File: config.mk
export PLATFORM = sky130hd
export DESIGN_NAME = mips_dmem_responder_flat
export DESIGN_NICKNAME = d
export VERILOG_FILES = /design/src/rtl/mips_pkg.sv /design/src/rtl/mips_dmem_responder_if.sv /design/src/rtl/mips_dmem_array.sv /design/src/rtl/mips_dmem_responder.sv /design/src/flat_wrapper.sv
export SDC_FILE = /design/constraint.sdc
export NUM_CORES = 2
export LEC_CHECK = 0
export ABC_CLOCK_PERIOD_IN_PS = 5200
export CELL_PAD_IN_SITES_DETAIL_PLACEMENT = 1
export CELL_PAD_IN_SITES_GLOBAL_PLACEMENT = 2
export CORE_AREA = 3 3 594 596
export CTS_BUF_LIST = sky130_fd_sc_hd__clkbuf_16
export DETAILED_ROUTE_END_ITERATION = 8
export DIE_AREA = 0 0 597 599
export PLACE_DENSITY = 0.8
export SKIP_LAST_GASP = 1
export SLEW_MARGIN = 0
export SYNTH_ARGS = -nofsm -noshare
export SYNTH_HDL_FRONTEND = slang
export SYNTH_SLANG_ARGS = --single-unit
File: constraint.sdc
create_clock -name clk -period 5.2 [get_ports clk]
set_input_delay 1.56 -clock clk [delete_from_list [all_inputs] [get_ports clk]]
set_output_delay 1.56 -clock clk [all_outputs]
set_load 0.01 [all_outputs]
File: src/rtl/mips_pkg.sv
// Shared types and constants for the MIPS data-memory responder slice.
package mips_pkg;

  localparam int unsigned DATA_W_DEF      = 16;
  localparam int unsigned WAIT_CYCLES_MAX = 7;
  localparam int unsigned CNT_W           = 3;

  typedef enum logic [1:0] {
    IDLE = 2'd0,
    WAIT = 2'd1,
    RESP = 2'd2
  } dmem_state_t;

endpackage

File: src/rtl/mips_dmem_responder_if.sv
// Request/response bus between the datapath initiator and the data-memory responder.
// The err signal exists only when DMEM_BOUNDS_CHECK_EN is defined.
interface mips_dmem_responder_if
  import mips_pkg::*;
#(
  parameter int unsigned DATA_W = DATA_W_DEF
);

  logic              req;
  logic              we;
  logic [DATA_W-1:0] addr;
  logic [DATA_W-1:0] wdata;
  logic              ack;
  logic [DATA_W-1:0] rdata;
  logic              busy;

`ifdef DMEM_BOUNDS_CHECK_EN
  logic              err;

  modport master (output req, we, addr, wdata, input ack, rdata, busy, err);
  modport slave  (input req, we, addr, wdata, output ack, rdata, busy, err);
`else
  modport master (output req, we, addr, wdata, input ack, rdata, busy);
  modport slave  (input req, we, addr, wdata, output ack, rdata, busy);
`endif

endinterface

File: src/rtl/mips_dmem_array.sv
// Single-port synchronous RAM; read data register only updates on read accesses.
module mips_dmem_array #(
  parameter int unsigned DATA_W = 16,
  parameter int unsigned DEPTH  = 256,
  parameter int unsigned IDX_W  = 8
) (
  input  logic              clk,
  input  logic              en,
  input  logic              we,
  input  logic [IDX_W-1:0]  idx,
  input  logic [DATA_W-1:0] wdata,
  output logic [DATA_W-1:0] rdata
);

  logic [DATA_W-1:0] mem [DEPTH];

  always_ff @(posedge clk) begin
    if (en) begin
      if (we) begin
        mem[idx] <= wdata;
      end else begin
        rdata <= mem[idx];
      end
    end
  end

endmodule

File: src/rtl/mips_dmem_responder.sv
// Wait-state data-memory responder: IDLE -> WAIT -> RESP, one-cycle ack per access.
// DMEM_BOUNDS_CHECK_EN adds an err output and blocks accesses with addr >= DEPTH.
module mips_dmem_responder
  import mips_pkg::*;
#(
  parameter int unsigned DATA_W      = DATA_W_DEF,
  parameter int unsigned DEPTH       = 256,
  parameter int unsigned WAIT_CYCLES = 2
) (
  input  logic                  clk,
  input  logic                  reset,
  mips_dmem_responder_if.slave  bus
);

  localparam int unsigned      IDX_W     = $clog2(DEPTH);
  localparam logic [CNT_W-1:0] WAIT_LOAD = CNT_W'((WAIT_CYCLES > 0) ? (WAIT_CYCLES - 1) : 0);

  dmem_state_t       state_q, state_d;
  logic [CNT_W-1:0]  cnt_q, cnt_d;
  logic              we_q;
  logic [DATA_W-1:0] addr_q;
  logic [DATA_W-1:0] wdata_q;
  logic              ack_q;
  logic              busy_q;
  logic              rd_gate_q;

  logic              acc_we;
  logic [DATA_W-1:0] acc_addr;
  logic [DATA_W-1:0] acc_wdata;
  logic              commit;
  logic              addr_hi_nz;
  logic              oob;
  logic              mem_en;
  logic [DATA_W-1:0] mem_rdata;

  // Next-state and wait counter
  always_comb begin
    state_d = state_q;
    cnt_d   = cnt_q;
    unique case (state_q)
      IDLE: begin
        if (bus.req) begin
          if (WAIT_CYCLES == 0) begin
            state_d = RESP;
          end else begin
            state_d = WAIT;
            cnt_d   = WAIT_LOAD;
          end
        end
      end
      WAIT: begin
        if (cnt_q == '0) begin
          state_d = RESP;
        end else begin
          cnt_d = cnt_q - CNT_W'(1);
        end
      end
      RESP:    state_d = IDLE;
      default: state_d = IDLE;
    endcase
  end

  // With zero wait states the commit edge is the request edge, so use the live bus fields
  always_comb begin
    acc_we    = we_q;
    acc_addr  = addr_q;
    acc_wdata = wdata_q;
    if (state_q == IDLE) begin
      acc_we    = bus.we;
      acc_addr  = bus.addr;
      acc_wdata = bus.wdata;
    end
  end

  assign commit = (state_d == RESP) && (state_q != RESP);

  generate
    if (IDX_W < DATA_W) begin : g_hi
      assign addr_hi_nz = |acc_addr[DATA_W-1:IDX_W];
    end else begin : g_no_hi
      assign addr_hi_nz = 1'b0;
    end
  endgenerate

`ifdef DMEM_BOUNDS_CHECK_EN
  assign oob = addr_hi_nz;
`else
  logic unused_addr_hi;
  assign oob            = 1'b0;
  assign unused_addr_hi = addr_hi_nz;
`endif

  // The RAM has no reset, so keep it quiet while reset is held
  assign mem_en = commit && !oob && reset;

  mips_dmem_array #(
    .DATA_W (DATA_W),
    .DEPTH  (DEPTH),
    .IDX_W  (IDX_W)
  ) u_array (
    .clk   (clk),
    .en    (mem_en),
    .we    (acc_we),
    .idx   (IDX_W'(acc_addr)),
    .wdata (acc_wdata),
    .rdata (mem_rdata)
  );

`ifdef DMEM_BOUNDS_CHECK_EN
  logic err_q;
`endif

  always_ff @(posedge clk or negedge reset) begin
    if (!reset) begin
      state_q   <= IDLE;
      cnt_q     <= '0;
      we_q      <= 1'b0;
      addr_q    <= '0;
      wdata_q   <= '0;
      ack_q     <= 1'b0;
      busy_q    <= 1'b0;
      rd_gate_q <= 1'b0;
`ifdef DMEM_BOUNDS_CHECK_EN
      err_q     <= 1'b0;
`endif
    end else begin
      state_q <= state_d;
      cnt_q   <= cnt_d;
      ack_q   <= commit;
      busy_q  <= (state_d != IDLE);
      if (commit && !acc_we) begin
        rd_gate_q <= !oob;
      end
      if ((state_q == IDLE) && bus.req) begin
        we_q    <= bus.we;
        addr_q  <= bus.addr;
        wdata_q <= bus.wdata;
      end
`ifdef DMEM_BOUNDS_CHECK_EN
      err_q <= commit && oob;
`endif
    end
  end

  // rd_gate_q masks the unreset RAM register to zero after reset and after out-of-range reads
  assign bus.ack   = ack_q;
  assign bus.busy  = busy_q;
  assign bus.rdata = rd_gate_q ? mem_rdata : '0;
`ifdef DMEM_BOUNDS_CHECK_EN
  assign bus.err   = err_q;
`endif

endmodule

File: src/flat_wrapper.sv
// flat-port wrapper written by rule: the top's interface ports become plain ports
module mips_dmem_responder_flat import mips_pkg::*;
#(
  parameter int unsigned DATA_W      = DATA_W_DEF,
  parameter int unsigned DEPTH       = 256,
  parameter int unsigned WAIT_CYCLES = 2
)
  (clk, reset, bus_req, bus_we, bus_addr, bus_wdata, bus_ack, bus_rdata, bus_busy);
  mips_dmem_responder_if #(.DATA_W(DATA_W)) bus_i ();
  input  logic clk;
  input  logic reset;
  input wire logic [$bits(bus_i.req)-1:0] bus_req;
  input wire logic [$bits(bus_i.we)-1:0] bus_we;
  input wire logic [$bits(bus_i.addr)-1:0] bus_addr;
  input wire logic [$bits(bus_i.wdata)-1:0] bus_wdata;
  output wire logic [$bits(bus_i.ack)-1:0] bus_ack;
  output wire logic [$bits(bus_i.rdata)-1:0] bus_rdata;
  output wire logic [$bits(bus_i.busy)-1:0] bus_busy;
  assign bus_i.req = bus_req;
  assign bus_i.we = bus_we;
  assign bus_i.addr = bus_addr;
  assign bus_i.wdata = bus_wdata;
  assign bus_ack = bus_i.ack;
  assign bus_rdata = bus_i.rdata;
  assign bus_busy = bus_i.busy;
  mips_dmem_responder #(.DATA_W(DATA_W), .DEPTH(DEPTH), .WAIT_CYCLES(WAIT_CYCLES)) u_core (.clk(clk), .reset(reset), .bus(bus_i));
endmodule
# ---- Word level (Yosys, flattened, before mapping)
# Memories as Yosys holds them, arrays and structs flattened. A register that Yosys moved wholly into a read port is not among the register bits.
# Index checks and enable logic that the tools add are counted.
# Widths: inputs -> output; s select.
dict set report word_totals {
  reg_bits 33
  latchBits 0
  mem_bits_rw 4096
  mem_bits_ro 0
  output_inout_bits 18
  memories 1
}
dict set report op_classes {
  addsub 1
  multipliers 0
  div 0
  order_cmp 0
  eq_ne 5
  shift 0
  n_mux 13
  n_bitwise 1
  n_reduce_logical 11
}
# name depth width read_ports rd_clocked_by_memory_dff write_ports line
set mem_list {}
lappend mem_list {u_core.u_array.mem 256 16 1 1 1 mips_dmem_array.sv:15} ;# logic [DATA_W-1:0] mem [DEPTH];
# cell count
set ops {}
lappend ops {{$mux 16} 2}
lappend ops {{$mux 8} 1}
lappend ops {{$mux 3} 2}
lappend ops {{$ne 2x2->1 const B} 3}
lappend ops {{$pmux 3 s2} 1}
lappend ops {{$logic_and 1x1->1} 4}
lappend ops {{$mux 1} 4}
lappend ops {{$mux 2} 2}
lappend ops {{$pmux 2 s2} 1}
lappend ops {{$reduce_bool 2->1} 2}
lappend ops {{$logic_not 3->1} 1}
lappend ops {{$reduce_and 3->1} 1}
lappend ops {{$sub 3x1->3 const B} 1}
lappend ops {{$eq 2x1->1 const B} 1}
lappend ops {{$eq 2x2->1 const B} 1}
lappend ops {{$logic_not 2->1} 1}
lappend ops {{$reduce_and 2->1} 1}
lappend ops {{$logic_not 1->1} 1}
lappend ops {{$not 1->1} 1}

# ---- Depth between registers and ports, before layout
dict set report depth {
  ltp_word 8
  ltp_mapped 12
  ltp_nobuf 8
}

# ---- Cells and area by module
# A second synthesis with hierarchy kept.
dict set report hier_totals {
  hier_cells 6835
  hier_area_um2 157060.6
}
# mod n_inst cells_per_inst area_each_um2 seq_area_each_um2
set by_module_without_submodules {}
lappend by_module_without_submodules {mips_dmem_array 1 6705 155236.4 123478.4}
lappend by_module_without_submodules {mips_dmem_responder 1 130 1824.2 825.8}

# ---- Worst setup path after synthesis
# OpenSTA, ideal clock, no wires.
dict set report synth_timing {
  path_type {register -> register}
  startpoint {register u_core.state_q[1]}
  endpoint {memory u_core.u_array.mem[0][10], data pin}
  setup_ps 823
  arrival_time_ps 4799
  required_time_ps 4377
  slack_ps -421
  stages_incl_launch_ff 9
  path_buffers 5
  period_less_slack_ps 5621
  cell_sequence {dfrtp_1 -> buf_6 -> nor2_8 -> buf_6 -> clkbuf_1 -> clkbuf_1 -> buf_1 -> nand2_1 -> nand2_1}
}
dict set report synth_via {
  elab_chain_len 2
}
# element line
set synth_rtl {}
lappend synth_rtl {{from (decl)} mips_dmem_responder.sv:18} ;# dmem_state_t state_q, state_d;
lappend synth_rtl {{from (signal assigned)} mips_dmem_responder.sv:127} ;# state_q <= state_d;
lappend synth_rtl {{$logic_not 2->1} mips_dmem_responder.sv:68} ;# if (state_q == IDLE) begin
lappend synth_rtl {{$mux 16} mips_dmem_responder.sv:68}
lappend synth_rtl {{via u_core.acc_wdata[10]} mips_dmem_responder.sv:29} ;# logic [DATA_W-1:0] acc_wdata;
lappend synth_rtl {{to (decl)} mips_dmem_array.sv:15}
# The timed path passes the listed nets, and every way through them passes these cells.

# ---- Worst setup path after layout
dict set report layout_timing {
  startpoint {register u_core.state_q[1]}
  endpoint {register u_core.u_array.rdata[2], read port of u_core.u_array.mem, data pin}
}
dict set report layout_via {
  elab_chain_len 6
}
# element line
set layout_rtl {}
lappend layout_rtl {{$eq 2x1->1 (tied with other cells)} mips_dmem_responder.sv:40} ;# unique case (state_q)
lappend layout_rtl {{$pmux 2 s2} mips_dmem_responder.sv:40}
lappend layout_rtl {{$eq 2x2->1} mips_dmem_responder.sv:75} ;# assign commit = (state_d == RESP) && (state_q != RESP);
lappend layout_rtl {{$logic_and 1x1->1} mips_dmem_responder.sv:75}
lappend layout_rtl {{$logic_and 1x1->1} mips_dmem_responder.sv:94} ;# assign mem_en = commit && !oob && reset;
lappend layout_rtl {{$reduce_and 2->1 (no source line)} n/a}
lappend layout_rtl {{to (decl)} mips_dmem_array.sv:12} ;# output logic [DATA_W-1:0] rdata
# Parallel ways exist; a longest one is shown, timed or not.
# A chain may end at the register's enable or synchronous reset.

==> metrics.txt <==
status complete, no violations; fmax 206 MHz; EDFF count, synth just over 4,000; P_leak 55.8 nW; Post-Syn Instances 8,672; vias per cell around 6.5; starting DRC count in detailed routing ~13,000; All-Layer GR Usage between 20% and 30%; sequential share of the synthesized area between 80 and 90%; Cell Pwr Density 634 nW/um^2; GRT overflow 0; H-tree depth 5; largest net degree at the start of global routing between 100 and 150; share of cells above drive strength 1 16.7%; most frequent CP cell buf_4; ys async rst share 0.796%; number of global-route vias before repair about 96,000; hold crit path type register to register; Hold Fails Final Rpt 0; setup repair bufs after CTS 0; I/O pin cnt between 50 and 60; Die ar. 358,000 um^2; Cell Area, Placed between 150,000 and 200,000 um^2; Arr. time, crit path 5590 ps; peak supply drop around 0.0007 V; initial antenna violation count 30; cells on worst reg2reg path 12; Hold WS roughly 510 ps; Layout area overhead 17.4%; Reg clk slew, reported paths around 60 ps; Setup Skew roughly 43 ps; Filler cells about 32,000; Simple-Gate Fraction of Synth Area under 10%; RSZ-0062 raised after global routing no; # port buffers 45; setup violators final 0; per-cell routed wire length around 34 um; total CTS buffers slightly above 400; gpl congestion ~0.87; period utilization slightly above 90%; Sink Count approximately 4,100; crit path time final 4860 ps; Hold Path Cell Cnt 1; DRC Markers 0; mapped cell area roughly 150,000 um^2; Post-Synth XOR/XNOR Area 0%; final instance area 179,000 um^2; mux cell area share after synthesis less than 1%; critical path's largest stage delay 750 ps; FP Rows 217; largest family of logic cells by synthesized area compound AO/OA/AOI/OAI gates; headroom to the max-slew limit 7.45%; #FFs+latches synth between 4,000 and 5,000; Tot Pwr around 110 mW; Max Cap Viol 0; peak fanout along the critical path 26; Crit. End Element register; Worst Path Required around 5900 ps; total number of yosys warnings 0; Clock Tree Buf Depth 4; CTS tree yes; post_cts resized 0; synth unique cells 40; Die Wd ~600 um; compound-cell area share of the yosys netlist between 15 and 20%; first-pass GRT wire length approximately 700 mm; Root Driver clkbuf_16; Routed Antenna Nets 0; Setup CP Type register to register; Setup TNS 0 ps; Syn Area/Cell ~18 um^2; DR pass1 iterations 6; Synth Area in Adders less than 1%; vias after detailed routing roughly 93,000; Hold Buf Count CTS 0; Final Max Slew Viols 0; crit path cell chain nor2_8 -> buf_4 -> nor3b_1 -> a31oi_4 -> buf_12 -> buf_12 -> a21oi_1 -> o41ai_1 -> buf_4 -> a41oi_1 -> or4_1 -> buf_4; ys flop type edfxtp_1; Nets ~9,500; Worst Tran Pin Value ~1400 ps; CP Launch Type register; Worst path slowest cell o41ai_1; DPL Wire Length just under 300 mm; Synth Net Count 8,710; wirelength, routed 488 mm; core area 349,000 um^2; Clk Latency, worst-skew pair 1000 ps; Chip Height 599 um; Initial Utilization between 40% and 50%
==> worst paths after layout <==
check	from	to	slack (ps)
max in group asynchronous	reset	u_core.wdata_q[3]	4000
hold reg to reg	u_core.wdata_q[14]	u_core.wdata_q[14]	510
setup reg to reg	u_core.state_q[1]	u_core.u_array.rdata[2]	340
hold / removal	u_core.wdata_q[14]	u_core.wdata_q[14]	510
setup / recovery	u_core.state_q[1]	u_core.u_array.rdata[2]	340
min in group asynchronous	reset	u_core.bus.ack	710
==> logic make-up after synthesis <==
kind of cell	Yosys count
buffers and inverters	663
adder cells (fa/ha/maj)	2
multiplexers	26
AND/OR/NAND/NOR	416
flip-flops	4145
AO/OA/AOI/OAI	3420
==> registers in the layout, summed over array words and instances (netlist names) <==
register	flops
u_core.addr_q	8
u_core.bus.ack	1
u_core.bus.busy	1
u_core.cnt_q	3
u_core.rd_gate_q	1
u_core.state_q	2
u_core.u_array.mem	4096
u_core.u_array.rdata	16
u_core.wdata_q	16
u_core.we_q	1
==> metal layers <==
metal	wire length [um]	global-route usage (%)	vias to the layer above
met2	234000	43.0	5331
met5	111	0	-
met1	184000	34.9	49000
met3	46400	5.37	1060
li1	-	-	37900
met4	23900	11.8	14
==> layout by cell type, fill, tap and decap left out, types with 9 or more instances in the layout <==
cell             count
a22oi_1           2049
buf_12             195
clkbuf_16          418
o41ai_1            247
edfxtp_1          4112
inv_1               91
nand2b_1             9
bufinv_16           36
clkinv_2            79
nor2_1             261
diode_2             13
nand2_8             10
dfrtp_1             33
a41oi_1             64
clkinvlp_4          11
a21oi_1           1024
mux2_2              26
nand2_1             47
inv_6                9
buf_4              784
o41ai_2              9
or4_1               17
nand2_4              9
and2_1              18
clkinv_1           106
clkdlybuf4s50_1     44
==> power breakdown <==
part	internal, mW	switching (mW)
Combinational	11.4	29.1
Clock	16.4	12.7
Sequential	44.2	0.177
Total	71.9	41.9
==> final cells by class <==
| type | count | area (um^2) | area share, % |
|---|---|---|---|
| sequential | 4145 | 124000 | 69.3 |
| multi-input combinational | 3864 | 26000 | 14.5 |
| clock buffer | 418 | 10500 | 5.83 |
| timing repair buffer | 1025 | 10200 | 5.70 |
| tap | 4599 | 5750 | 3.21 |
| clock inverter | 338 | 2630 | 1.46 |
| antenna | 13 | 32.5 | 0.0181 |
| inverter | 8 | 30.0 | 0.0167 |
==> stage by stage <==
| step | instances | setup slack (ps) | utilization (%) |
|---|---|---|---|
| 2_1_floorplan | 8672 | -280 | - |
| 3_3_place_gp | 13600 | -438 | 47.7 |
| 3_5_place_dp | 13600 | -474 | 47.7 |
| 4_1_cts | 14400 | 446 | 51.5 |
| 5_1_grt | 14400 | 247 | 51.5 |
| 6_report | 14400 | 335 | 51.5 |
==> critical path: cells and delay by family, from the launching register on <==
family / cells / cell delay, ps
buffers and inverters: 5 / 1300
AO/OA/AOI/OAI: 4 / 1420
flip-flops: 1 / 640
AND/OR/NAND/NOR: 3 / 1150
==> cells in the mapped netlist, drive strengths merged (5+ instances only) <==
cell type | n | area (um^2)
nor2 | 266 | 1010
mux2 | 26 | 293
inv | 8 | 30.0
or4 | 17 | 128
a21oi | 1024 | 5120
nand3b | 5 | 37.5
or3 | 9 | 56.3
nand2b | 9 | 56.3
a22oi | 2049 | 15400
o21ai | 9 | 56.3
o21a | 6 | 45.0
a41oi | 64 | 561
and2 | 18 | 113
dfrtp | 33 | 826
nand2 | 74 | 278
nand3 | 8 | 40.0
clkbuf | 326 | 1220
edfxtp | 4112 | 123000
buf | 329 | 1670
o41ai | 256 | 2300
No activity file was read; power rests on OpenSTA's default activity.
